[src/rtl/seven_seg_scan_ctrl.sv]
// seven_seg_scan_ctrl
//   Converts a 16-bit binary value to five BCD digits with a sequential
//   double-dabble (one step per clock, 16 steps) and time-multiplexes the
//   digits onto a 5-digit common-anode 7-segment display, with
//   leading-zero blanking.
//
// Ports
//   clk   in   sole clock, rising edge
//   rst   in   asynchronous active-high reset
//   numb  in   [15:0] binary value to display
//   load  in   start a conversion of numb (ignored while busy)
//   busy  out  high while converting
//   done  out  one-cycle pulse after the new digits are latched
//   an    out  [4:0] digit enables, active-low (bit0 = ones)
//   seg   out  [6:0] {g,f,e,d,c,b,a}, active-low
module seven_seg_scan_ctrl #(
    parameter int unsigned SCAN_DIV = 50000
) (
    input  logic        clk,
    input  logic        rst,
    input  logic [15:0] numb,
    input  logic        load,
    output logic        busy,
    output logic        done,
    output logic [4:0]  an,
    output logic [6:0]  seg
);

    localparam int DIV_W = (SCAN_DIV > 2) ? $clog2(SCAN_DIV) : 1;
    localparam logic [DIV_W-1:0] DIV_LAST = DIV_W'(SCAN_DIV - 1);

    typedef enum logic {IDLE = 1'b0, CONVERT = 1'b1} state_t;

    state_t           state_q, state_d;
    logic [15:0]      bin_q;
    logic [19:0]      bcd_q;
    logic [3:0]       step_q;
    logic [19:0]      digits_q;
    logic             done_q;
    logic [DIV_W-1:0] div_q;
    logic [2:0]       idx_q;

    // ---------------- FSM ----------------
    always_ff @(posedge clk or posedge rst) begin
        if (rst) state_q <= IDLE;
        else     state_q <= state_d;
    end

    always_comb begin
        state_d = state_q;
        case (state_q)
            IDLE:    if (load) state_d = CONVERT;
            CONVERT: if (step_q == 4'd15) state_d = IDLE;
            default: state_d = IDLE;
        endcase
    end

    always_comb begin
        busy = (state_q == CONVERT);
        done = done_q;
    end

    // ---------------- double-dabble datapath ----------------
    logic [19:0] bcd_adj;
    logic [35:0] dd_shift;

    for (genvar n = 0; n < 5; n++) begin : g_adj
        assign bcd_adj[n*4 +: 4] = (bcd_q[n*4 +: 4] >= 4'd5) ? bcd_q[n*4 +: 4] + 4'd3
                                                               : bcd_q[n*4 +: 4];
    end

    // The BCD MSB shifted out is always 0 for a 16-bit input (max 65535).
    assign dd_shift = {bcd_adj, bin_q} << 1;

    always_ff @(posedge clk or posedge rst) begin
        if (rst) begin
            bin_q    <= '0;
            bcd_q    <= '0;
            step_q   <= '0;
            digits_q <= '0;
            done_q   <= 1'b0;
        end else begin
            done_q <= 1'b0;
            if (state_q == IDLE) begin
                if (load) begin
                    bin_q  <= numb;
                    bcd_q  <= '0;
                    step_q <= '0;
                end
            end else begin
                bcd_q  <= dd_shift[35:16];
                bin_q  <= dd_shift[15:0];
                step_q <= step_q + 4'd1;
                // 16th step: publish the post-step BCD value directly
                if (step_q == 4'd15) begin
                    digits_q <= dd_shift[35:16];
                    done_q   <= 1'b1;
                end
            end
        end
    end

    // ---------------- scan divider / digit index ----------------
    always_ff @(posedge clk or posedge rst) begin
        if (rst) begin
            div_q <= '0;
            idx_q <= '0;
        end else if (div_q == DIV_LAST) begin
            div_q <= '0;
            idx_q <= (idx_q == 3'd4) ? 3'd0 : idx_q + 3'd1;
        end else begin
            div_q <= div_q + 1'b1;
        end
    end

    // ---------------- display decode (registered state only) ----------------
    logic [3:0] cur_digit;
    logic       blank;

    always_comb begin
        cur_digit = 4'd0;
        blank     = 1'b0;
        case (idx_q)
            3'd0: cur_digit = digits_q[3:0];
            3'd1: begin cur_digit = digits_q[7:4];   blank = (digits_q[19:4]  == '0); end
            3'd2: begin cur_digit = digits_q[11:8];  blank = (digits_q[19:8]  == '0); end
            3'd3: begin cur_digit = digits_q[15:12]; blank = (digits_q[19:12] == '0); end
            3'd4: begin cur_digit = digits_q[19:16]; blank = (digits_q[19:16] == '0); end
            default: blank = 1'b1;
        endcase
    end

    always_comb begin
        an = blank ? 5'b11111 : ~(5'b00001 << idx_q);
        if (blank) seg = 7'b1111111;
        else begin
            case (cur_digit)
                4'd0:    seg = 7'b1000000;
                4'd1:    seg = 7'b1111001;
                4'd2:    seg = 7'b0100100;
                4'd3:    seg = 7'b0110000;
                4'd4:    seg = 7'b0011001;
                4'd5:    seg = 7'b0010010;
                4'd6:    seg = 7'b0000010;
                4'd7:    seg = 7'b1111000;
                4'd8:    seg = 7'b0000000;
                4'd9:    seg = 7'b0010000;
                default: seg = 7'b1111111;
            endcase
        end
    end

endmodule

[config.mk]
export PLATFORM = sky130hd
export DESIGN_NAME = seven_seg_scan_ctrl
export DESIGN_NICKNAME = d
export VERILOG_FILES = /design/src/rtl/seven_seg_scan_ctrl.sv
export SDC_FILE = /design/constraint.sdc
export NUM_CORES = 1
export LEC_CHECK = 0
export CORE_ASPECT_RATIO = 1.75
export CORE_MARGIN = 3
export CORE_UTILIZATION = 59
export CTS_CLUSTER_SIZE = 28
export DETAILED_ROUTE_END_ITERATION = 6
export PLACE_DENSITY = 0.8
export SLEW_MARGIN = 10
export SYNTH_ARGS = -nofsm -noshare
export SYNTH_HDL_FRONTEND = slang
export SYNTH_SLANG_ARGS = --single-unit
[constraint.sdc]
create_clock -name clk -period 2.8 [get_ports clk]
set_input_delay 0.28 -clock clk [delete_from_list [all_inputs] [get_ports clk]]
set_output_delay 0.28 -clock clk [all_outputs]
set_load 0.01 [all_outputs]
==> impl_metrics.py <==
metrics = {
    "outcome": {
        "outcome": "completed",
    },
    "sta": {
        "final_hold_viol_count": 0,
        "slew_violations": 0,
        "min_period_ns": 2.79,
        "max_clock_freq_mhz": 358,
        "setup_viol_count_final": 0,
        "finalClockSkew_ns": 0.00661,
        "slew_headroom_pct": 56.4,
        "rsz0062_at_grt": "true",
        "tns_ns": 0,
        "tightest_slew_ns": 0.653,
        "min_period_over_period_pct": 99.7,
        "holdWs_ns": 0.331,
    },
    "global_routing": {
        "grt_start_max_net_pins": 46,
        "grt_usage_pct": 23.4,
        "grt_pass1_vias": 3652,
        "antenna_found_initial": 0,
        "grt_overflow": 0,
        "grt_pass1_wl_um": 15900,
    },
    "die": {
        "rows": 41,
        "die_h_um": 120,
        "initial_core_util_pct": 61.0,
        "io_pins": 33,
        "die_w_um": 71.4,
        "die-area_mm2": 0.00860,
        "core_mm2": 0.00723,
    },
    "detailed_routing": {
        "dr.pass1.iters": 5,
        "drcViolationCount": 0,
        "vias": 3570,
        "drtAntennaViolNets": 0,
        "post_drt_wl_per_cell_um": 15.5,
        "drtIter0Drc": 179,
        "wl_um": 9430,
        "vias_per_cell": 5.87,
    },
    "placed_design": {
        "port_buffers": 32,
        "place_area_mm2": 0.00489,
        "place_inst": 590,
        "place_hpwl_um": 6680,
        "globalplace.congestion": 0.908,
    },
    "cells_and_area": {
        "fillers": 525,
        "fin_area_mm2": 0.00535,
        "drive_gt1_share_pct": 13.6,
        "stdcell_count": 608,
        "seqCellArea_mm2": 0.00203,
        "layout_common_cells": "nand2_1 (92), dfrtp_1 (78), o21ai_0 (48)",
        "antennaDiodeCount": 0,
        "layout_commonest_cell": "nand2_1",
        "multi_input_area_mm2": 0.00232,
        "fin_nets": 559,
        "syn2layout_area_growth_pct": 21.1,
    },
    "worst_setup_path": {
        "path_depth": 8,
        "path_class": "flop to output port",
        "reg2regPathDepth": 4,
        "cp_slowest_stage_delay_ns": 0.53,
        "start_kind": "flop",
        "end_kind": "output port",
        "critPathMaxFanout": 11,
        "cpLargestDelayFamily": "buffers and inverters",
        "cp_slowest_cell": "clkdlybuf4s50_1",
        "required_ns": 2.52,
        "path_buf_inv": 2,
        "critical_path.cell_chain": "ha_4 -> ha_1 -> nor2_1 -> o21ai_1 -> buf_4 -> a22o_4 -> nand2_1 -> clkdlybuf4s50_1",
        "worst_ep_arrival_time_ns": 2.51,
    },
    "synthesis": {
        "synth-edff-count": 0,
        "synth.distinct_cells": 44,
        "syn-instance-count": 476,
        "synth_seq_cells": 81,
        "ys_async_sr_fraction_pct": 100,
        "netlist_area_mm2": 0.00442,
        "synth_ff_type": "dfrtp_1",
        "synth_top_area_cell": "dfrtp_1",
        "syn_area_per_cell_um2": 9.28,
        "yosys_warnings": 0,
        "synth.top_cell.area_share_pct": 45.9,
        "yosys-top-cells-area": "dfrtp_1 (46%), nand2_1 (7.8%), ha_1 (6.5%)",
        "seq_area_frac_synth_pct": 45.9,
        "synth_nets": 518,
    },
    "power": {
        "power_frac_comb_pct": 38.1,
        "power_leakage_nw": 2.46,
        "seq_power_share_pct": 36.2,
        "intPower_mw": 3.34,
        "p_sw_mw": 1.92,
        "ir_worst_vdd_v": 0.000798,
        "power_density_mw_per_mm2": 985,
        "netSwitchingFraction_pct": 36.5,
        "p_clk_share_pct": 25.6,
        "p_total_mw": 5.27,
    },
    "clocking": {
        "clk_latency_ns": 0.34,
        "clkSinkCount": 81,
        "tritoncts": "built",
        "clock_path_buffers": 2,
        "root_buffer": "clkbuf_16",
        "clkTransAtPathRegs_ns": 0.06,
        "cts_buffers": 9,
        "cts_max_level": 3,
    },
    "worst_hold_path": {
        "hp-class": "input pin to async pin",
    },
    "flow_run": {
        "max_cap_violations": 0,
    },
}
cell families (layout without fill, tap and decap cells):
group                      after synthesis  after routing  share of synthesized area (%)
muxes                                   28             28                           6.52
AOI/OAI and AO/OA                      101            101                           13.6
adders and majority gates               23             23                           6.52
and+or+nand+nor                        184            184                           20.1
DFF                                     81             81                           45.9
xor gates and xnor gates                18             18                           3.57
buffers and inverters                   41             87                           3.85
path summary, 6_finish.rpt:
kind	from	end	slack (ns)
max in group asynchronous	rst	idx_q[1]	1.81
worst max register to register	busy	digits_q[2]	0.90
worst min register to register	digits_q[0]	digits_q[0]	0.48
min in group clk	digits_q[0]	digits_q[0]	0.48
worst max-delay path	idx_q[0]	an[3]	0.01
worst min-delay path	rst	bin_q[12]	0.33
final cells by class:
class	count	area share, %
multi-input cells	354	43.5
flip-flops and latches	81	38.0
repair buffers	51	8.68
clock buffers	10	4.28
clock inverters	6	2.15
well taps	86	2.01
inverters	20	1.43
flip-flops by register name (all words and copies together), names as in the netlist:
| register | flops |
|---|---|
| bin_q | 16 |
| bcd_q | 20 |
| done | 1 |
| idx_q | 3 |
| div_q | 16 |
| busy | 1 |
| digits_q | 20 |
| step_q | 4 |
power by group through the flow:
| stage | sequential, mW | combinational, mW | clock, mW |
|---|---|---|---|
| after floorplan | 1.80 | 1.46 | 0 |
| after global placement | 1.89 | 1.93 | 0 |
| after detailed placement | 1.91 | 1.99 | 0 |
| after CTS | 1.90 | 2.01 | 1.36 |
| after global routing | 1.96 | 2.28 | 1.41 |
| final | 1.91 | 2.01 | 1.35 |
synthesized netlist by cell type, types with 4 or more instances:
master and n:
xor2_1 6, nand3_1 14, nor2_1 17, nand2_1 92, mux2i_1 25, xnor2_1 12, nand2b_1 18, clkbuf_1 16
nor2b_1 4, o31ai_1 10, inv_1 20, nor3_1 7, dfrtp_1 81, o21ai_0 49, a21oi_1 18, ha_1 23
a211oi_1 4, nor4_1 4, nor3b_1 13
worst reg2reg max path, cell delays in order (launching register included):
cell and delay, ns:
dfrtp_2 0.68, nand4_1 0.46, inv_1 0.50, nand2_1 0.12
nand2_1 0.08
stage by stage:
step / worst slack (ns) / util, %
after CTS: -0.0198 / 73.2
after global routing: -0.142 / 73.9
after detailed placement: -0.00328 / 67.6
after global placement: 0.0963 / 67.6
final: 0.00957 / 73.9
after floorplan: 0.389 / -
routing by layer:
metal	up-vias	track usage [%]	share of wire, %
met5	-	0	0
met2	88	44.1	57
li1	1719	-	-
met1	1741	23.7	36
met4	0	10.7	2.9
met3	22	4.99	4.0
what timing repair did:
| item | CTS | global route |
|---|---|---|
| hold buffers | 0 | 0 |
| gates resized for setup | 24 | 26 |
| endpoints found under the setup margin | 12 | 12 |
| pin swaps | 4 | 7 |
| buffers inserted | 2 | 0 |
| cloned | 0 | 0 |
(Power assumes the default switching activity.)
